--- config.mk ---
export PLATFORM = sky130hd
export DESIGN_NAME = fc_mac_serial
export DESIGN_NICKNAME = d
export VERILOG_FILES = /design/src/rtl/fc_pkg.sv /design/src/rtl/fc_mac_lane.sv /design/src/rtl/fc_mac_serial.sv
export SDC_FILE = /design/constraint.sdc
export NUM_CORES = 2
export LEC_CHECK = 0
export ABC_AREA = 0
export ABC_CLOCK_PERIOD_IN_PS = 58700
export BUFFER_PORTS_ARGS = -buffer_cell sky130_fd_sc_hd__buf_2
export CORE_AREA = 2 2 428 430
export DETAILED_ROUTE_END_ITERATION = 6
export DIE_AREA = 0 0 430 432
export GPL_TIMING_DRIVEN = 0
export SYNTH_ARGS = -nofsm -noshare
export SYNTH_HDL_FRONTEND = slang
export SYNTH_SLANG_ARGS = --single-unit
--- constraint.sdc ---
create_clock -name clk -period 58.7 [get_ports clk]
set_input_delay 11.74 -clock clk [delete_from_list [all_inputs] [get_ports clk]]
set_output_delay 11.74 -clock clk [all_outputs]
set_load 0.1 [all_outputs]
--- src/rtl/fc_pkg.sv ---
// Shared definitions for the serial fully-connected MAC: FSM encoding and width helpers.
// Latency: n/a (compile-time constants and functions only).
// Backpressure: n/a.
package fc_pkg;

  typedef enum logic [1:0] {
    ST_IDLE = 2'd0,
    ST_MAC  = 2'd1,
    ST_BIAS = 2'd2,
    ST_DONE = 2'd3
  } fc_state_t;

  // Ceiling log2; clog2(1) == 0.
  function automatic int clog2(input int value);
    int r;
    int v;
    r = 0;
    v = value - 1;
    while (v > 0) begin
      r = r + 1;
      v = v >> 1;
    end
    return r;
  endfunction

  // Accumulator width: full product width plus enough guard bits that LENGTH
  // products plus the bias can never wrap.
  function automatic int acc_width(input int bitwidth, input int length);
    return 2 * bitwidth + clog2(length) + 1;
  endfunction

endpackage

--- src/rtl/fc_mac_lane.sv ---
// One output neuron: registered multiply, accumulate, bias add, saturate (ReLU when FC_RELU_EN).
// Latency: product lands in the accumulator one enabled cycle after i_mul_en; result registered on i_fin.
// Backpressure: none; every action is qualified by clken, which freezes all lane state.
module fc_mac_lane
  import fc_pkg::*;
#(
  parameter int BITWIDTH = 8,
  parameter int LENGTH   = 25
) (
  input  logic                         clk,
  input  logic                         rst,
  input  logic                         clken,
  input  logic                         i_clr,
  input  logic                         i_mul_en,
  input  logic                         i_acc_en,
  input  logic                         i_fin,
  input  logic signed [BITWIDTH-1:0]   i_data,
  input  logic signed [BITWIDTH-1:0]   i_weight,
  input  logic signed [BITWIDTH-1:0]   i_bias,
  output logic signed [2*BITWIDTH-1:0] o_result
);

  localparam int ACCW = acc_width(BITWIDTH, LENGTH);
  localparam int RESW = 2 * BITWIDTH;

  localparam logic signed [ACCW-1:0] SAT_MAX = {{(ACCW-RESW+1){1'b0}}, {(RESW-1){1'b1}}};
  localparam logic signed [ACCW-1:0] SAT_MIN = {{(ACCW-RESW+1){1'b1}}, {(RESW-1){1'b0}}};

  logic signed [RESW-1:0] r_prod;
  logic signed [ACCW-1:0] r_acc;
  logic signed [RESW-1:0] r_result;
  logic signed [RESW-1:0] w_mul;
  logic signed [ACCW-1:0] w_prod_ext;
  logic signed [ACCW-1:0] w_sum;
  logic signed [RESW-1:0] w_sat;

  assign o_result   = r_result;
  assign w_prod_ext = {{(ACCW-RESW){r_prod[RESW-1]}}, r_prod};

  // Full-width signed product, then bias add with saturation to the result width.
  always_comb begin
    w_mul = $signed({{BITWIDTH{i_data[BITWIDTH-1]}}, i_data})
          * $signed({{BITWIDTH{i_weight[BITWIDTH-1]}}, i_weight});
    w_sum = r_acc + $signed({{(ACCW-BITWIDTH){i_bias[BITWIDTH-1]}}, i_bias});
    if (w_sum > SAT_MAX) begin
      w_sat = {1'b0, {(RESW-1){1'b1}}};
    end else if (w_sum < SAT_MIN) begin
      w_sat = {1'b1, {(RESW-1){1'b0}}};
    end else begin
      w_sat = w_sum[RESW-1:0];
    end
`ifdef FC_RELU_EN
    if (w_sat[RESW-1]) begin
      w_sat = '0;
    end
`endif
  end

  // Product pipeline register, accumulator and result register; clken freezes all of them.
  always_ff @(posedge clk) begin
    if (rst) begin
      r_prod   <= '0;
      r_acc    <= '0;
      r_result <= '0;
    end else if (clken) begin
      if (i_mul_en) begin
        r_prod <= w_mul;
      end
      if (i_clr) begin
        r_acc <= '0;
      end else if (i_acc_en) begin
        r_acc <= r_acc + w_prod_ext;
      end
      if (i_fin) begin
        r_result <= w_sat;
      end
    end
  end

endmodule

--- src/rtl/fc_mac_serial.sv ---
// Serial fully-connected layer: FILTERBATCH lanes share one data element per cycle over LENGTH cycles.
// Latency: out_valid rises LENGTH+2 enabled cycles after the input handshake (FC_RELU_EN adds ReLU).
// Backpressure: in_ready only in IDLE; result held in DONE until out_ready; clken=0 freezes everything.
module fc_mac_serial
  import fc_pkg::*;
#(
  parameter int BITWIDTH    = 8,
  parameter int LENGTH      = 25,
  parameter int FILTERBATCH = 4
) (
  input  logic                                 clk,
  input  logic                                 rst,
  input  logic                                 clken,
  input  logic                                 in_valid,
  output logic                                 in_ready,
  input  logic [BITWIDTH*LENGTH-1:0]           data,
  input  logic [BITWIDTH*LENGTH*FILTERBATCH-1:0] weight,
  input  logic [BITWIDTH*FILTERBATCH-1:0]      bias,
  output logic                                 out_valid,
  input  logic                                 out_ready,
  output logic [2*BITWIDTH*FILTERBATCH-1:0]    result
);

  localparam int IDXW = (clog2(LENGTH) > 0) ? clog2(LENGTH) : 1;
  localparam logic [IDXW-1:0] LAST_IDX = IDXW'(LENGTH - 1);

  fc_state_t                          r_state;
  fc_state_t                          w_state_nxt;
  logic [IDXW-1:0]                    r_idx;
  logic [BITWIDTH*LENGTH-1:0]         r_data;
  logic [BITWIDTH*LENGTH*FILTERBATCH-1:0] r_weight;
  logic [BITWIDTH*FILTERBATCH-1:0]    r_bias;
  logic                               r_pvld;
  logic                               r_out_valid;
  logic                               w_hs;
  logic                               w_mac;
  logic                               w_last;
  logic                               w_fin;
  logic [BITWIDTH-1:0]                w_data_sel;

  assign in_ready   = (r_state == ST_IDLE);
  assign out_valid  = r_out_valid;
  assign w_hs       = in_ready && in_valid;
  assign w_mac      = (r_state == ST_MAC);
  assign w_last     = (r_idx == LAST_IDX);
  // The multiplier is registered, so BIAS spends one cycle letting the last product land.
  assign w_fin      = (r_state == ST_BIAS) && !r_pvld;
  assign w_data_sel = r_data[int'(r_idx)*BITWIDTH +: BITWIDTH];

  // Next-state logic.
  always_comb begin
    w_state_nxt = r_state;
    case (r_state)
      ST_IDLE: if (in_valid)  w_state_nxt = ST_MAC;
      ST_MAC:  if (w_last)    w_state_nxt = ST_BIAS;
      ST_BIAS: if (!r_pvld)   w_state_nxt = ST_DONE;
      ST_DONE: if (out_ready) w_state_nxt = ST_IDLE;
      default:                w_state_nxt = ST_IDLE;
    endcase
  end

  // State, element index, product-pending flag and out_valid.
  always_ff @(posedge clk) begin
    if (rst) begin
      r_state     <= ST_IDLE;
      r_idx       <= '0;
      r_pvld      <= 1'b0;
      r_out_valid <= 1'b0;
    end else if (clken) begin
      r_state <= w_state_nxt;
      r_pvld  <= w_mac;
      if (w_hs) begin
        r_idx <= '0;
      end else if (w_mac && !w_last) begin
        r_idx <= r_idx + 1'b1;
      end
      if (w_fin) begin
        r_out_valid <= 1'b1;
      end else if ((r_state == ST_DONE) && out_ready) begin
        r_out_valid <= 1'b0;
      end
    end
  end

  // Operand capture on the input handshake; contents are don't-care until then.
  always_ff @(posedge clk) begin
    if (!rst && clken && w_hs) begin
      r_data   <= data;
      r_weight <= weight;
      r_bias   <= bias;
    end
  end

  for (genvar gi = 0; gi < FILTERBATCH; gi++) begin : g_lane
    fc_mac_lane #(
      .BITWIDTH (BITWIDTH),
      .LENGTH   (LENGTH)
    ) u_lane (
      .clk      (clk),
      .rst      (rst),
      .clken    (clken),
      .i_clr    (w_hs),
      .i_mul_en (w_mac),
      .i_acc_en (r_pvld),
      .i_fin    (w_fin),
      .i_data   (w_data_sel),
      .i_weight (r_weight[(gi*LENGTH + int'(r_idx))*BITWIDTH +: BITWIDTH]),
      .i_bias   (r_bias[gi*BITWIDTH +: BITWIDTH]),
      .o_result (result[gi*2*BITWIDTH +: 2*BITWIDTH])
    );
  end

endmodule

### Yosys cells after proc, flatten, opt, wreduce, memory -nomap -nowiden

Cells that the tools add are included.

* register bits after elaboration: 1257
* bits of input ports: 1037
* logic and storage cells: 100
* output and inout port bits: 66

* add/sub/neg operators: 12
* eq/ne operators: 8
* multipliers: 4
* magnitude comparators: 8
* muxes and demuxes: 25
* shifts and indexed selects: 5
* reductions and logical operators: 19

Operators by type and width (number)
* $shiftx A800 B10 Y8: 1
* $shiftx A800 B11 Y8: 1
* $shiftx A800 B12 Y8: 1
* $shiftx A800 B9 Y8: 1
* $shiftx A200 B9 Y8: 1
* $mux W22: 8
* $mux W16: 8
* $add A22 B16 Y22: 4
* $add A22 B8 Y22: 4
* $gt A22 B16 Y1 const B: 4
* $lt A22 B16 Y1 const B: 4
* $mul A8 B8 Y16: 4
* $mux W5: 2
* $reduce_and A2 Y1: 5
* $add A7 B5 Y8 const A: 1
* $mux W2: 4
* $pmux W2 S4: 1
* $add A6 B5 Y7 const A: 1
* $add A5 B5 Y6 const A: 1
* $logic_and A1 B1 Y1: 6
* $ne A2 B2 Y1 const B: 3
* $reduce_bool A2 Y1: 3
* $add A5 B1 Y5 const B: 1
* $eq A5 B5 Y1 const B: 1
* other kinds (7): 11

### Logic depth before layout (Yosys ltp)

* word-level depth: 5
* depth in mapped cells: 28
* mapped depth without buffers: 25

### Modules after synthesis

A second synthesis with hierarchy kept.

* cells, all modules: 4976
* area total of the unflattened synthesis: 67105.6 um^2

By module, submodules not included
* fc_mac_serial: area an instance 40928.0 um^2, instances 1, cells an instance 1864, sequential area each 31169.9 um^2
* fc_mac_lane (g_lane[1].u_lane): area an instance 6593.8 um^2, instances 1, cells an instance 769, sequential area each 1081.0 um^2
* fc_mac_lane (g_lane[3].u_lane): area an instance 6548.8 um^2, instances 1, cells an instance 779, sequential area each 1081.0 um^2
* fc_mac_lane (g_lane[0].u_lane): area an instance 6542.5 um^2, instances 1, cells an instance 790, sequential area each 1081.0 um^2
* fc_mac_lane (g_lane[2].u_lane): area an instance 6492.5 um^2, instances 1, cells an instance 774, sequential area each 1081.0 um^2

### Worst setup path after synthesis

OpenSTA, ideal clock, no wires.

* kind: input to register
* from: input port rst
* to: register r_bias[0] (enable)
* data required time: 56241 ps
* cell stages on the path: 5
* setup time: 2459 ps
* buffers on the path: 4
* arrival time: 55211 ps
* path slack: 1030 ps
* path through: clkbuf_1 clkbuf_1 clkbuf_1 clkbuf_1 nor2_1

* word-level cells in the longest chain between the ends: 3

RTL lines
* start: declaration: line fc_mac_serial.sv:12 `input logic rst,`
* $logic_not A1 Y1: line fc_mac_serial.sv:87 `if (!rst && clken && w_hs) begin`
* $logic_and A1 B1 Y1 (2 in a row): line fc_mac_serial.sv:87
* end signal: assignment: line fc_mac_serial.sv:90 `r_bias <= bias;`
* end: declaration: line fc_mac_serial.sv:32 `logic [BITWIDTH*FILTERBATCH-1:0] r_bias;`

Every way passes these cells.
A chain may end at the register's enable or synchronous reset.

### Worst setup path in the final report

* from: input port rst
* to: register r_weight[22] (enable)

* word-level cells in the longest chain between the ends: 3

RTL lines
* $logic_not A1 Y1: line fc_mac_serial.sv:87
* $logic_and A1 B1 Y1 (2 in a row): line fc_mac_serial.sv:87
* end signal: assignment: line fc_mac_serial.sv:89 `r_weight <= weight;`
* end: declaration: line fc_mac_serial.sv:31 `logic [BITWIDTH*LENGTH*FILTERBATCH-1:0] r_weight;`

Every way passes these cells.

==> run summary <==
crit path DAT = 16.07 ns
initial antenna violation count = 126
Highest Clock Rate = 64.4 MHz
CTS clock-pin slew for the worst setup and hold paths = 0.06 ns
setup repair after global routing missed its margin = no
floorplan die area = 186,000 um2
Slew headroom = 6.36%
overall power after layout = 0.00248 W
type of the worst setup path = primary input to register
max-slew violation count = 0
core outline area = 182,000 um2
gr usage total = 26.0%
iteration count of the initial detailed-routing pass = 6
total stage count of the critical path = 12
Reg2Reg Launch Point = r_idx[1]
Die H = 432 um
post-route fraction of the period consumed by the critical path = 26.4%
total global routing overflow = 0
Max stage delay on crit path = 0.71 ns
Chip Width = 430 um
Final ANT Viol Nets = 0
post-synthesis average cell area = 14.0 um2
async set-reset flop share out of synthesis = 0%
max cap viols = 0
Largest delay share family, worst path = buffers and inverters
number of global-route vias before repair = 45,303
total CTS buffers = 140
number of sinks handled by clock tree synthesis = 1,257
detailed-placement wirelength estimate = 199 mm
via count of the routed design = 45,977
number of nets in the synthesized netlist = 6,251
number of instances in the synthesized netlist = 4,696
Final GP Congestion = 0.906
hold crit path type = register to register
IO Pins = 1,103
slowest cell on the critical path = sky130_fd_sc_hd__clkbuf_1
min-delay src = g_lane[2].u_lane.o_result[8]
TritonCTS clock tree = done
ratio of cells with drive above 1 in the final layout = 30.0%
top_reg_cell synth = sky130_fd_sc_hd__edfxtp_1
number of synthesized flops with an enable pin = 1,032
post-synth cell types = 94
final net count = 7,532
cells traversed along the worst timing path = buf_2 > clkbuf_1 > clkbuf_1 > clkbuf_1 > clkbuf_1 > nor2_4 > buf_12 > buf_12 > buf_12 > buf_12 > buf_12 > buf_12
Critical Path Source = rst
effective utilization at floorplan = 36.2%
Remaining DRCs = 0
Clock H-tree levels = 4
Worst Max-Slew Pin Slew = 1.40 ns
highest fanout seen on the critical path = 37
R2R depth = 26
power per unit of standard cell area = 31.0 nW/um2
final setup TNS = 0 ns
Leakage = 30.8 nW
first-pass GRT wire length = 338 mm
number of hold violations in the final report = 0
Setup Fix Bufs, Post-CTS = 0
largest net degree at the start of global routing = 38
required time of the critical path = 59.25 ns
clock tree skew after final layout = 0.0411 ns
worst hold stages = 2
Port Buffer Count = 1,102
Total Routed Length = 247 mm
clk root buf = sky130_fd_sc_hd__clkbuf_16
final worst hold slack = 0.450 ns
clock network latency to the later pin of the worst-skew pair = 0.82 ns
Hold Buf Count CTS = 0
worst path buffer plus inverter count = 11
final setup violation count = 0
via count normalized by instance count = 5.38
FILL cells = 16,643
CTS max path bufs = 3
Netlist Area Pre-Place = 65,800 um2
number of gates given a new drive strength after cts = 0
final critical delay including setup and external delays = 15.52 ns
Layout Area Growth over Synthesis = 21.3%
Site Rows = 157
crit-path most repeated cell = sky130_fd_sc_hd__buf_12
DR iter-0 viols = 4,499
Syn. warnings = 0
portion of the post-synthesis area used by sequential elements = 53.9%
peak supply drop = 0.0000256 V
result of the run = finished clean
element type at the critical path end = register
Worst setup SP type = primary input
number of synthesized register bits = 1,257
Avg WL per Cell = 28.8 um
==> worst reg2reg max path: cells and delay by family, from the launching register on <==
family / cells / cell delay (ns)
DFF: 1 / 0.47
adders and majority gates: 5 / 2.20
AOI/OAI and AO/OA: 7 / 1.76
buffers and inverters: 9 / 4.06
muxes: 3 / 1.66
and+or+nand+nor: 2 / 0.32
==> state kept, by name, summed over array words and instances, names as in the netlist <==
name and cells:
g_lane.u_lane.o_result 64, g_lane.u_lane.r_acc 88, g_lane.u_lane.r_prod 64, out_valid 1, r_bias 32, r_data 200
r_idx 5, r_pvld 1, r_state 2, r_weight 800
==> worst paths after layout <==
check | end | slack [ns]
hold / removal | g_lane[2].u_lane.o_result[8] | 0.45
setup / recovery | r_weight[22] | 43.18
hold reg to reg | g_lane[2].u_lane.o_result[8] | 0.45
setup reg to reg | g_lane[1].u_lane.r_prod[15] | 48.08
==> per-layer routing <==
layer	GRT usage (%)	vias to the layer above	wire [um]
li1	-	20278	-
met1	31.8	23130	93900
met2	44.3	2049	123000
met3	6.51	444	20000
met4	9.74	76	9190
met5	0	-	455
==> metrics by stage <==
step | utilization (%) | cell area, um2 | cells | setup WS [ns]
6_report | 43.9 | 79800 | 8548 | 43.18
5_1_grt | 43.9 | 79800 | 8519 | 43.05
4_1_cts | 43.8 | 79700 | 8475 | 43.25
3_5_place_dp | 41.3 | 75100 | 8220 | 42.38
3_3_place_gp | 40.9 | 74300 | 8183 | -17.28
2_1_floorplan | - | 65800 | 4696 | 1.03
==> power by group <==
part / leakage, nW / switching [W] / internal (W)
Clock: 2.19 / 0.000382 / 0.000490
Combinational: 17.4 / 0.000346 / 0.000233
Sequential: 11.3 / 0.0000204 / 0.00100
==> placed cells by master, fill, tap and decap left out, types with 19 or more instances in the layout <==
| cell type | synthesis | layout |
|---|---|---|
| sky130_fd_sc_hd__xor2_1 | 42 | 42 |
| sky130_fd_sc_hd__a22o_1 | 19 | 19 |
| sky130_fd_sc_hd__a22oi_1 | 58 | 58 |
| sky130_fd_sc_hd__clkbuf_16 | 0 | 143 |
| sky130_fd_sc_hd__mux2i_1 | 65 | 61 |
| sky130_fd_sc_hd__edfxtp_1 | 1032 | 1032 |
| sky130_fd_sc_hd__nand3_1 | 39 | 39 |
| sky130_fd_sc_hd__clkinv_1 | 0 | 38 |
| sky130_fd_sc_hd__nor2_1 | 428 | 427 |
| sky130_fd_sc_hd__buf_12 | 0 | 28 |
| sky130_fd_sc_hd__a211oi_1 | 65 | 65 |
| sky130_fd_sc_hd__nand2b_1 | 32 | 32 |
| sky130_fd_sc_hd__a21o_1 | 63 | 63 |
| sky130_fd_sc_hd__dfxtp_1 | 225 | 225 |
| sky130_fd_sc_hd__fa_1 | 228 | 228 |
| sky130_fd_sc_hd__o21bai_1 | 26 | 26 |
| sky130_fd_sc_hd__nor3_1 | 62 | 62 |
| sky130_fd_sc_hd__buf_2 | 27 | 1137 |
| sky130_fd_sc_hd__ha_1 | 290 | 290 |
| sky130_fd_sc_hd__xnor2_1 | 145 | 145 |
| sky130_fd_sc_hd__o21a_1 | 22 | 22 |
| sky130_fd_sc_hd__clkbuf_1 | 120 | 136 |
| sky130_fd_sc_hd__or2_2 | 51 | 51 |
| sky130_fd_sc_hd__or3_1 | 20 | 20 |
| sky130_fd_sc_hd__inv_1 | 383 | 383 |
| sky130_fd_sc_hd__nor2b_1 | 51 | 51 |
| sky130_fd_sc_hd__a21oi_1 | 209 | 209 |
| sky130_fd_sc_hd__diode_2 | 0 | 73 |
| sky130_fd_sc_hd__o21ai_0 | 118 | 118 |
| sky130_fd_sc_hd__mux4_2 | 352 | 352 |
| sky130_fd_sc_hd__buf_1 | 37 | 29 |
| sky130_fd_sc_hd__nand2_1 | 221 | 221 |
==> area by class of cell <==
class	instances	area [um2]	area share, %
clock buffer	174	3760	4.72
sequential	1257	35500	44.5
tap	2385	2980	3.74
buffer	196	858	1.08
timing repair buffer	1139	6310	7.90
multi-input combinational	2860	28100	35.1
inverter	383	1440	1.80
antenna	73	183	0.229
clock inverter	81	759	0.951
==> cell usage after synthesis (8+ instances only) <==
cell	n	share of area, %
sky130_fd_sc_hd__nand3b_1	13	0.15
sky130_fd_sc_hd__o21a_1	22	0.25
sky130_fd_sc_hd__edfxtp_1	1032	47
sky130_fd_sc_hd__nor2_1	428	2.4
sky130_fd_sc_hd__clkbuf_1	120	0.68
sky130_fd_sc_hd__inv_1	383	2.2
sky130_fd_sc_hd__or2_2	51	0.48
sky130_fd_sc_hd__o211ai_1	17	0.19
sky130_fd_sc_hd__nand2b_1	32	0.30
sky130_fd_sc_hd__xnor2_1	145	1.9
sky130_fd_sc_hd__o32ai_1	16	0.21
sky130_fd_sc_hd__nor2b_1	51	0.48
sky130_fd_sc_hd__ha_1	290	5.5
sky130_fd_sc_hd__and3_1	16	0.15
sky130_fd_sc_hd__a211oi_1	65	0.74
sky130_fd_sc_hd__a21o_1	63	0.72
sky130_fd_sc_hd__a211o_1	10	0.13
sky130_fd_sc_hd__fa_1	228	6.9
sky130_fd_sc_hd__buf_1	37	0.21
sky130_fd_sc_hd__dfxtp_1	225	6.8
sky130_fd_sc_hd__xor2_1	42	0.56
sky130_fd_sc_hd__o31ai_1	10	0.11
sky130_fd_sc_hd__a22oi_1	58	0.66
sky130_fd_sc_hd__a31oi_1	12	0.11
sky130_fd_sc_hd__nor4_1	12	0.11
sky130_fd_sc_hd__nor3_1	62	0.47
sky130_fd_sc_hd__nand3_1	39	0.30
sky130_fd_sc_hd__buf_2	27	0.21
sky130_fd_sc_hd__a21oi_1	209	1.6
sky130_fd_sc_hd__a22o_1	19	0.25
sky130_fd_sc_hd__a211oi_2	11	0.21
sky130_fd_sc_hd__mux2i_1	65	0.99
sky130_fd_sc_hd__nand2_1	221	1.3
sky130_fd_sc_hd__o21bai_1	26	0.30
sky130_fd_sc_hd__or3_1	20	0.19
sky130_fd_sc_hd__mux4_2	352	12
sky130_fd_sc_hd__o21ai_0	118	0.90
sky130_fd_sc_hd__and2_1	8	0.076
==> logic make-up (layout without fill, tap and decap cells) <==
group | after synthesis | in the layout | share of synthesized area (%)
buf+inv | 579 | 1973 | 3.46
other cells | 0 | 73 | 0
compound gates | 751 | 751 | 7.77
mux | 419 | 419 | 13.1
xor+xnor | 187 | 187 | 2.49
simple gates | 985 | 985 | 6.82
flops | 1257 | 1257 | 53.9
fa+ha+maj | 518 | 518 | 12.5
Note: power is estimated with default switching activity, not from simulation.
